==> config.mk <==
export PLATFORM = sky130hd
export DESIGN_NAME = vga_timing_gen
export DESIGN_NICKNAME = d
export VERILOG_FILES = /design/src/rtl/vga_timing_gen.sv
export SDC_FILE = /design/constraint.sdc
export NUM_CORES = 1
export LEC_CHECK = 0
export CORE_UTILIZATION = 40
export CTS_CLUSTER_SIZE = 12
export DETAILED_ROUTE_END_ITERATION = 7
export SETUP_SLACK_MARGIN = 0.3
export SYNTH_ARGS = -nofsm -noshare
export SYNTH_HDL_FRONTEND = slang
export SYNTH_SLANG_ARGS = --single-unit
==> constraint.sdc <==
create_clock -name clk -period 4.9 [get_ports clk]
set_input_delay 0.735 -clock clk [delete_from_list [all_inputs] [get_ports clk]]
set_output_delay 0.735 -clock clk [all_outputs]
set_load 0.005 [all_outputs]
==> src/rtl/vga_timing_gen.sv <==
// vga_timing_gen
//   Generates the 640x480@60 raster. A clock divider produces one pixel tick
//   every CLK_DIV system clocks. On each tick all pixel outputs load the decode
//   of the current (h, v) position together, and then the counters advance.
//   h and v always hold the *next* position to present.
//
// Ports
//   clk          system clock
//   resetn       asynchronous, active-low reset
//   pix_en       one-clk pulse: a new pixel is presented on the outputs
//   x, y         pixel column/row while active, else 0
//   active       presented pixel is inside the visible region
//   hsync, vsync active-low sync pulses
//   line_start   presented pixel is column 0 of a line
//   frame_start  presented pixel is (0,0)
module vga_timing_gen #(
  parameter int CLK_DIV  = 4,
  parameter int H_ACTIVE = 640,
  parameter int H_FP     = 16,
  parameter int H_SYNC   = 96,
  parameter int H_BP     = 48,
  parameter int V_ACTIVE = 480,
  parameter int V_FP     = 10,
  parameter int V_SYNC   = 2,
  parameter int V_BP     = 33
) (
  input  logic       clk,
  input  logic       resetn,
  output logic       pix_en,
  output logic [9:0] x,
  output logic [8:0] y,
  output logic       active,
  output logic       hsync,
  output logic       vsync,
  output logic       line_start,
  output logic       frame_start
);

  // A 1-bit divider is kept even for CLK_DIV == 1 so the counter always exists;
  // its terminal value is then 0 and every edge is a tick.
  localparam int DIV_W = (CLK_DIV > 1) ? $clog2(CLK_DIV) : 1;
  localparam logic [DIV_W-1:0] DIV_LAST = DIV_W'(CLK_DIV - 1);

  localparam logic [9:0] H_ACT_END = 10'(H_ACTIVE);
  localparam logic [9:0] HS_START  = 10'(H_ACTIVE + H_FP);
  localparam logic [9:0] HS_END    = 10'(H_ACTIVE + H_FP + H_SYNC);
  localparam logic [9:0] H_LAST    = 10'(H_ACTIVE + H_FP + H_SYNC + H_BP - 1);

  localparam logic [9:0] V_ACT_END = 10'(V_ACTIVE);
  localparam logic [9:0] VS_START  = 10'(V_ACTIVE + V_FP);
  localparam logic [9:0] VS_END    = 10'(V_ACTIVE + V_FP + V_SYNC);
  localparam logic [9:0] V_LAST    = 10'(V_ACTIVE + V_FP + V_SYNC + V_BP - 1);

  logic [DIV_W-1:0] div_cnt;
  logic [9:0]       h;
  logic [9:0]       v;
  logic             tick;

  logic       d_active;
  logic [9:0] d_x;
  logic [8:0] d_y;
  logic       d_hsync;
  logic       d_vsync;
  logic       d_line_start;
  logic       d_frame_start;

  assign tick = (div_cnt == DIV_LAST);

  // Decode of the position about to be presented; only ever sampled on a tick.
  always_comb begin
    d_active      = (h < H_ACT_END) && (v < V_ACT_END);
    d_x           = d_active ? h : '0;
    d_y           = d_active ? v[8:0] : '0;
    d_hsync       = !((h >= HS_START) && (h < HS_END));
    d_vsync       = !((v >= VS_START) && (v < VS_END));
    d_line_start  = (h == '0);
    d_frame_start = (h == '0) && (v == '0);
  end

  always_ff @(posedge clk or negedge resetn) begin
    if (!resetn) begin
      div_cnt     <= '0;
      h           <= '0;
      v           <= '0;
      pix_en      <= 1'b0;
      x           <= '0;
      y           <= '0;
      active      <= 1'b0;
      hsync       <= 1'b1;
      vsync       <= 1'b1;
      line_start  <= 1'b0;
      frame_start <= 1'b0;
    end else begin
      pix_en <= tick;
      if (tick) begin
        div_cnt     <= '0;
        x           <= d_x;
        y           <= d_y;
        active      <= d_active;
        hsync       <= d_hsync;
        vsync       <= d_vsync;
        line_start  <= d_line_start;
        frame_start <= d_frame_start;
        if (h == H_LAST) begin
          h <= '0;
          if (v == V_LAST) v <= '0;
          else             v <= v + 10'd1;
        end else begin
          h <= h + 10'd1;
        end
      end else begin
        div_cnt <= div_cnt + 1'b1;
      end
    end
  end

endmodule

==> flow_summary_export.csv, run 1 <==
group,metric,value,unit
cts,clkTransAtPathRegs,0.09,ns
worst_hold_path,min_delay_path_depth,1,
place,numPortBuffers,26,
routing,wirelength,4429,µm
routing,viasPerCell,5.538,
floorplan,rows,25,
sta,tightest_slew,0.9916,ns
logic_synthesis,synth.distinct_cells,34,
sta,slew_violations,0,
floorplan,die-width,74.21,µm
setup_path,regToRegSetupSlack,2.55,ns
logic_synthesis,synth_top_flop_cell,"dfrtp_1",
setup_path,end_kind,"register",
logic_synthesis,synth_area,0.002086,mm²
logic_synthesis,synth_area_leaders,"dfrtp_1, a22o_1, xnor2_1, ha_1, nand4_1",
cts,cts_resized,0,
sta,fin_skew,0.005274,ns
floorplan,die_area,0.005507,mm²
finish,final_nets,214,
logic_synthesis,yosysWarnings,0,
finish,finalNonFillerCells,275,
worst_hold_path,hold_path_end,"div_cnt[0]",
global_routing,overflow,0,
power,ir_drop,0.0002182,V
logic_synthesis,yosysTopAreaCell,"dfrtp_1",
floorplan,ioPinCount,27,
setup_path,worst-r2r-cell-count,5,
sta,min_period,2.351,ns
sta,setup_tns,0,ns
worst_hold_path,worstHoldStart,"div_cnt[0]",
routing,ant_nets,0,
power,p_leak,1.100,nW
power,combPwrFrac,1.0,%
setup_path,setup.worst_path.start_class,"register",
power,p_clk_share,45.7,%
logic_synthesis,ys_ff_latch,47,
sta,relSlewSlack,33.90,%
global_routing,grt_pass1_vias,1499,
sta,finalWorstSetupSlack,2.549,ns
place,dpl.cell_count,267,
setup_path,cp_max_fo,20,
power,swShare,18.57,%
logic_synthesis,synth-edff-count,0,
cts,cts_tree,"yes",
finish,drive_gt1_share,5.769,%
cts,cts_buffers,5,
cts,clkSinkCount,47,
floorplan,start_util,42.74,%
cts,cts_root_buffer,"clkbuf_8",
cts,ctsHoldBuffers,0,
routing,drc,0,
power,power_density,291.4,mW/mm²
cts,clock_latency,0.30,ns
power,switchingPower,0.0001350,W
setup_path,cp.arrival,2.54,ns
place,place_ws,2.548,ns
sta,timing_hold_violations_final,0,
logic_synthesis,netlist.area_leader.share,53.99,%
setup_path,r2r-end,"v[4]",
sta,setup_viol,0,
power,seq_power_share,53.3,%
logic_synthesis,ys_seq_area_share,56.51,%
floorplan,die_y,74.21,µm
global_routing,grt_pass1_wl,7479,µm
place,gp_congestion,0.8661,
global_routing,antenna_found_initial,0,
flow_run,drv_cap,0,
logic_synthesis,syn_nets,194,
routing,via_count,1523,
logic_synthesis,async_reset_ff_share,100.0,%
place,dp_hpwl,2960,µm
cts,clock_path_buffers,2,
global_routing,track_usage,18.39,%
routing,wl_per_cell,16.11,µm
setup_path,crit_required,5.09,ns
floorplan,core_area,0.004880,mm²
setup_path,r2r-start,"div_cnt[0]",
setup_path,critical_path_class,"register to register",
outcome,status,"finished, final reports clean",
power,intPower,0.0005917,W
routing,dr.pass1.iters,4,
routing,drt_iter0_drc,130,
finish,diodes,0,
finish,area_delta_synth_final,19.56,%
logic_synthesis,syn_area_per_cell,11.15,µm²
logic_synthesis,synthCells,187,
sta,fmax,425.4,MHz
cts,cts_max_level,2,
worst_hold_path,holdCritPathClass,"register to register",
cts,post_cts_buffers,0,
global_routing,grt_max_degree,48,
finish,postLayoutCoreUtil,51.10,%
sta,rsz0062_at_grt,"no",
sta,period_share,47.98,%
==> area by class of cell <==
type	instances	area, µm²
clock buffer	6	72.57
tap	67	83.83
clock inverter	2	60.06
multi-input combinational	120	817.0
inverter	7	26.28
sequential	47	1179
fill	450	2386
timing repair buffer	26	255.2
==> state kept, by name (all words and copies together), names as in the netlist <==
name and cells:
h 10, active 1, x 10, y 9, line_start 1, div_cnt 2
hsync 1, frame_start 1, pix_en 1, v 10, vsync 1
==> cell usage after synthesis, types with 2 or more instances <==
cell       n
nand2_1   11
o21ai_0    6
xnor2_1   10
nand3_1    7
dfstp_2    2
nor2_1    11
inv_1      7
and4_1     2
a21oi_1    2
nand4_1   10
nor4_1     4
a31oi_1    4
nor3_1     5
dfrtp_1   45
xor2_1     2
buf_2      6
clkbuf_1   5
a22o_1    19
and3_1     9
ha_1       5
a21o_1     2
==> worst max-delay path, stage by stage, from the launching register on <==
cell     delay (ns)
dfrtp_1        0.36
ha_1           0.55
nand3_1        0.25
nor3_4         0.54
nand4_1        0.19
mux2_1         0.33
==> power groups by stage <==
| stage | Combinational [W] | Sequential [W] | Clock [W] |
|---|---|---|---|
| after floorplan | 0.000000000368 | 0.000395 | 0 |
| after global placement | 0.00000768 | 0.000395 | 0 |
| after detailed placement | 0.00000803 | 0.000395 | 0 |
| after CTS | 0.00000795 | 0.000388 | 0.000339 |
| after global routing | 0.00000919 | 0.000388 | 0.000353 |
| final | 0.00000719 | 0.000388 | 0.000332 |
==> worst max-delay path by stage <==
stage	start	to	slack, ns	cells after the start
6_report	div_cnt[0]	v[4]	2.55	5
2_1_floorplan	div_cnt[0]	v[4]	3.16	6
4_1_cts	div_cnt[0]	v[4]	2.53	5
3_5_place_dp	div_cnt[0]	v[4]	2.55	5
3_3_place_gp	div_cnt[0]	v[4]	2.67	5
5_1_grt	div_cnt[0]	v[4]	2.33	5
==> logic make-up after synthesis <==
kind of cell / Yosys count / synth area share, %
mux: 1 / 0.5399
fa+ha+maj: 5 / 2.999
buf+inv: 20 / 4.319
flops: 47 / 56.51
compound gates: 36 / 13.02
xor+xnor: 12 / 5.039
simple gates: 66 / 17.58
==> routing by layer <==
layer | wire [µm] | track usage, % | up-vias | part of all wire, %
met5 | 0 | 0 | - | 0
met4 | 45 | 5.870 | 0 | 1.0
met3 | 220 | 4.607 | 10 | 5.0
met2 | 2040 | 26.97 | 49 | 46
met1 | 2123 | 26.84 | 753 | 48
li1 | - | - | 711 | -
==> layout by cell type (no fill, tap or decap), types with 2 or more instances in the layout <==
cell type        instances
a21o_1                   2
a21oi_1                  2
a22o_1                  19
a31oi_1                  4
and3_1                   9
and4_1                   2
bufinv_16                2
clkbuf_8                 5
clkdlybuf4s50_1         25
dfrtp_1                 45
dfstp_2                  2
ha_1                     5
inv_1                    7
nand2_1                 11
nand3_1                  7
nand4_1                 10
nor2_1                  11
nor3_1                   5
nor4_1                   4
o21ai_0                  6
xnor2_1                 10
xor2_1                   2
==> metrics by stage <==
stage	hold slack [ns]	total power, W	area, µm²
2_1_floorplan	0.4031	0.0003953	2086
3_3_place_gp	0.4163	0.0004029	2361
3_5_place_dp	0.4253	0.0004033	2361
4_1_cts	0.4375	0.0007345	2494
5_1_grt	0.4437	0.0007494	2494
6_report	0.4342	0.0007267	2494
(Power assumes the default switching activity.)
==> run 2: changes to the inputs <==
==> constraint.sdc (replaced) <==
create_clock -name clk -period 2.1 [get_ports clk]
set_input_delay 0.315 -clock clk [delete_from_list [all_inputs] [get_ports clk]]
set_output_delay 0.315 -clock clk [all_outputs]
set_load 0.005 [all_outputs]
==> run 2 against run 1 <==
Via count is 3.0% higher. Largest cell class unchanged. Total power up 120%. Worst hold slack better by 0.0012 ns. Setup slack lost 2.2 ns. Clock power is 100% higher. Sequential power up 130%. Highest routed layer unchanged. Count of clock-buffer cells in the layout stayed put. Global-route usage fell by 0.11 points.
==> flow_summary_export.csv, run 2 (same netlist as run 1, synthesis figures left out) <==
group,metric,value,unit
floorplan,start_util,42.74,%
power,ir_drop,0.0003166,V
finish,final_common_cell,"dfrtp_1",
global_routing,overflow,0,
sta,relSlewSlack,66.99,%
sta,finalWorstSetupSlack,0.3673,ns
cts,clkTransAtPathRegs,0.08,ns
finish,layout_common_cells,"dfrtp_1, clkdlybuf4s50_1, a22o_1, nor2_1, nand2_1",
power,p_leak,1.164,nW
floorplan,core_area,0.004880,mm²
sta,tightest_slew,0.4952,ns
cts,clock_path_buffers,2,
sta,setup_tns,0,ns
power,intPower,0.001295,W
finish,largest_registers,"h (10), v (10), x (10)",
cts,cts_max_level,2,
power,seq_power_share,56.2,%
setup_path,crit_start,"h[7]",
routing,wirelength,4443,µm
setup_path,worst-r2r-cell-count,5,
sta,fmax,577.2,MHz
place,dp_hpwl,3105,µm
worst_hold_path,holdCritPathClass,"register to register",
cts,cts_tree,"yes",
global_routing,antenna_found_initial,0,
routing,via_count,1569,
place,numPortBuffers,26,
sta,fin_skew,0.001889,ns
sta,min_period,1.733,ns
cts,cts_root_buffer,"clkbuf_8",
setup_path,crit_required,2.28,ns
floorplan,die-width,74.21,µm
global_routing,grt_pass1_wl,7445,µm
routing,viasPerCell,5.448,
finish,drive_gt1_share,12.67,%
setup_path,critical_path_class,"register to register",
routing,wl_per_cell,15.43,µm
power,swShare,19.45,%
place,place_ws,0.2958,ns
cts,cts_buffers,5,
global_routing,track_usage,18.28,%
global_routing,grt_max_degree,28,
place,place_area,0.002441,mm²
routing,drt_iter0_drc,86,
floorplan,die_area,0.005507,mm²
routing,dr.pass1.iters,4,
setup_path,setup.worst_path.start_class,"register",
power,p_clk_share,42.3,%
setup_path,cp.arrival,1.91,ns
sta,fin_hold_ws,0.4355,ns
outcome,status,"finished, final reports clean",
sta,period_share,82.51,%
worst_hold_path,min_delay_path_depth,1,
sta,rsz0062_at_grt,"yes",
setup_path,cpMaxStageDelayCell,"dfrtp_2",
sta,setup_viol,0,
setup_path,end_kind,"register",
flow_run,drv_cap,0,
power,combPwrFrac,1.4,%
sta,slew_violations,0,
floorplan,die_y,74.21,µm
finish,final_nets,227,
floorplan,ioPinCount,27,
cts,clock_latency,0.29,ns
power,power_density,617.2,mW/mm²
routing,drc,0,
routing,ant_nets,0,
sta,timing_hold_violations_final,0,
floorplan,rows,25,
power,switchingPower,0.0003127,W
finish,area_delta_synth_final,24.90,%
place,gp_congestion,0.8519,
worst_hold_path,worstHoldStart,"div_cnt[0]",
setup_path,crit_chain,"or3_4 -> nor3_4 -> buf_4 -> nand4_1 -> xnor2_1",
cts,clkSinkCount,47,
finish,stdcell_area,0.002605,mm²
setup_path,r2r-start,"h[7]",
finish,diodes,0,
global_routing,grt_pass1_vias,1542,
setup_path,cp_max_fo,8,
setup_path,slowest_delay,0.46,ns
==> run 2: through the flow <==
| stage | total power (W) | utilization (%) | cells |
|---|---|---|---|
| after floorplan | 0.0009225 | - | 187 |
| after global placement | 0.0009453 | 50.03 | 276 |
| after detailed placement | 0.0009458 | 50.03 | 276 |
| after CTS | 0.001621 | 52.95 | 286 |
| after global routing | 0.001660 | 53.38 | 288 |
| final | 0.001608 | 53.38 | 288 |
==> run 2: worst paths after layout <==
kind	to	slack, ns
setup reg to reg	v[6]	0.37
hold / removal	div_cnt[0]	0.44
hold reg to reg	div_cnt[0]	0.44
min in group asynchronous	x[6]	0.52
max in group asynchronous	v[7]	1.08
setup / recovery	v[6]	0.37
==> run 2: worst max-delay path: cells and delay by family (launching register included) <==
kind / cells / cell delay (ns)
DFF: 1 / 0.46
buffers and inverters: 1 / 0.21
xor gates and xnor gates: 1 / 0.17
and+or+nand+nor: 3 / 0.78
==> run 2: area by class of cell <==
cell class | count | area, µm²
Fill cell | 442 | 2275
Tap cell | 67 | 83.83
Multi-Input combinational cell | 120 | 825.8
Inverter | 7 | 26.28
Timing Repair Buffer | 39 | 371.6
Sequential cell | 47 | 1180
Clock inverter | 2 | 35.03
Clock buffer | 6 | 82.58
==> run 2: power by group through the flow <==
stage                          logic (W)  registers, W  clock network [W]
after global placement         0.0000232      0.000922                  0
after CTS                      0.0000248      0.000904           0.000692
after floorplan           0.000000000368      0.000922                  0
after detailed placement       0.0000236      0.000922                  0
after global routing           0.0000272      0.000904           0.000729
final                          0.0000231      0.000904           0.000680
==> run 2: layer usage <==
layer | wire (µm) | share of wire, % | vias up | global-route usage (%)
li1 | - | - | 742 | -
met1 | 2089 | 47 | 768 | 24.28
met2 | 2097 | 47 | 55 | 28.99
met3 | 225 | 5.1 | 4 | 5.420
met4 | 31 | 0.70 | 0 | 5.660
met5 | 0 | 0 | - | 0
==> run 2: timing repair <==
item | 4_1_cts | 5_1_grt
setup buffers | 1 | 2
hold buffers | 1 | 0
pin swaps | 1 | 1
resized for setup | 2 | 2
endpoints found under the hold margin | 18 | 0
endpoints found under the setup margin | 4 | 5
==> run 3: changes to the inputs <==
==> constraint.sdc (replaced) <==
create_clock -name clk -period 1.5 [get_ports clk]
set_input_delay 0.225 -clock clk [delete_from_list [all_inputs] [get_ports clk]]
set_output_delay 0.225 -clock clk [all_outputs]
set_load 0.005 [all_outputs]
==> run 3 against run 2 <==
Critical path type unchanged. Clock power is 39% higher. Largest cell class unchanged. Sequential share of layout area is 10 points lower. Combinational power is 45% higher. Largest power group unchanged. Register-to-register slack got worse by 0.49 ns. Total power rose by 39%. Die area did not move. Core utilization rose by 15 points. The flow now finishes with violations (setup timing). Non-clock buffer count grew 59. Wire length increased by 41%.
==> flow_summary_export.csv, run 3 (same netlist as run 1, synthesis figures left out) <==
group,metric,value,unit
outcome,status,"finished, violations left",
outcome,violations,"setup timing",
global_routing,grt_pass1_vias,1861,
setup_path,regToRegSetupSlack,-0.12,ns
power,p_leak,1.638,nW
worst_hold_path,holdCritPathClass,"input pin to asynchronous set/reset pin",
setup_path,critical_path_class,"register to register",
routing,wl_per_cell,17.89,µm
cts,clkSinkCount,47,
floorplan,die_area,0.005507,mm²
cts,cts_root_buffer,"clkbuf_8",
sta,setup_viol,10,
finish,stdcell_area,0.003354,mm²
floorplan,die-width,74.21,µm
setup_path,crit_chain,"or3_4 -> nor3_4 -> nand4_1 -> mux2_4",
sta,tightest_slew,0.4255,ns
setup_path,end_kind,"register",
sta,fin_skew,0.008185,ns
place,gp_congestion,0.9111,
finish,finalNonFillerCells,350,
sta,fmax,615.7,MHz
setup_path,crit_required,1.70,ns
global_routing,grt_max_degree,32,
place,numPortBuffers,26,
sta,fin_hold_ws,0.3888,ns
sta,timing_hold_violations_final,0,
global_routing,track_usage,22.90,%
global_routing,grt_pass1_wl,9280,µm
sta,period_share,108.3,%
sta,min_period,1.624,ns
floorplan,core_area,0.004880,mm²
power,ir_drop,0.0003741,V
setup_path,cp.arrival,1.82,ns
place,place_area,0.002653,mm²
setup_path,worst-r2r-cell-count,4,
global_routing,antenna_found_initial,0,
finish,diodes,0,
floorplan,start_util,42.74,%
setup_path,worst-path-buf-inv,0,
setup_path,setup.worst_path.start_class,"register",
place,dpl.cell_count,299,
finish,final_nets,289,
sta,rsz0062_at_grt,"yes",
finish,drive_gt1_share,42.76,%
routing,via_count,1913,
cts,clock_path_buffers,2,
cts,cts_buffers,5,
finish,area_delta_synth_final,60.83,%
cts,clock_latency,0.30,ns
routing,drt_iter0_drc,118,
finish,layout_common_cells,"buf_4, dfrtp_1, a22o_1, buf_6, clkdlybuf4s15_1",
power,power_density,668.2,mW/mm²
setup_path,slowest_delay,0.42,ns
sta,finalWorstSetupSlack,-0.1242,ns
routing,viasPerCell,5.466,
finish,largest_registers,"h (10), v (10), x (10)",
sta,relSlewSlack,71.63,%
routing,wirelength,6262,µm
cts,clkTransAtPathRegs,0.09,ns
flow_run,drv_cap,0,
cts,cts_max_level,2,
place,dp_hpwl,3625,µm
routing,dr.pass1.iters,4,
finish,final_common_cell,"buf_4",
global_routing,overflow,0,
sta,slew_violations,0,
routing,drc,0,
floorplan,rows,25,
setup_path,r2r-end,"v[4]",
setup_path,r2r-start,"h[7]",
setup_path,cpMaxStageDelayCell,"dfrtp_1",
floorplan,die_y,74.21,µm
setup_path,cp_top_family,"simple AND/OR/NAND/NOR gates",
routing,ant_nets,0,
floorplan,ioPinCount,27,
setup_path,cp_max_fo,4,
cts,cts_tree,"yes",
finish,fillCellCount,381,
-- run 3: how the worst max path moves through the flow --
stage / start / endpoint / slack, ns / cells after the start
after floorplan: h[7] / v[4] / -0.12 / 5
after global placement: h[7] / v[4] / 0.006 / 4
after detailed placement: div_cnt[0] / v[4] / -0.07 / 5
after CTS: h[7] / v[4] / -0.05 / 4
after global routing: h[7] / v[4] / -0.16 / 4
final: h[7] / v[4] / -0.12 / 4
-- run 3: layout make-up --
cell class / count / area, µm² / area share, %
clock buffer: 5 / 68.82 / 2.051
tap: 67 / 83.83 / 2.499
timing repair buffer: 98 / 863.3 / 25.74
inverter: 7 / 26.28 / 0.7833
sequential: 47 / 1179 / 35.14
multi-input combinational: 123 / 1090 / 32.49
clock inverter: 3 / 43.79 / 1.305
-- run 3: layer usage --
metal	track usage, %	part of all wire [%]	vias up
li1	-	-	877
met1	29.06	44	966
met2	39.19	51	59
met3	4.472	3.6	11
met4	7.966	1.6	0
met5	0	0	-
-- run 3: timing repair --
action                     4_1_cts  5_1_grt
hold endpoints to repair        14        0
setup endpoints to repair       67       57
hold buffers                     1        0
gates cloned                     3        0
buffers inserted                23       16
resized for setup               68       42
pin swaps                       29       16
-- run 3: metrics by stage --
stage	util [%]	total power, W	setup TNS (ns)	worst slack [ns]
6_report	68.74	0.002241	-0.5018	-0.1242
5_1_grt	68.74	0.002297	-1.286	-0.1589
4_1_cts	63.03	0.002256	-0.1535	-0.05314
3_5_place_dp	54.36	0.001325	-0.1824	-0.07052
3_3_place_gp	54.36	0.001324	0	0.006014
2_1_floorplan	-	0.001291	-0.1904	-0.1223
-- run 3: power breakdown --
group | internal [W] | switching, W | leakage [nW]
logic | 0.00000786 | 0.0000255 | 0.965
registers | 0.00127 | 0 | 0.615
clock network | 0.000497 | 0.000445 | 0.0581
total | 0.00177 | 0.000471 | 1.64
-- run 3: worst register-to-register path: cells and delay by family, from the launching register on --
family           cells  cell delay (ns)
muxes                1             0.32
and+or+nand+nor      3             0.78
DFF                  1             0.42
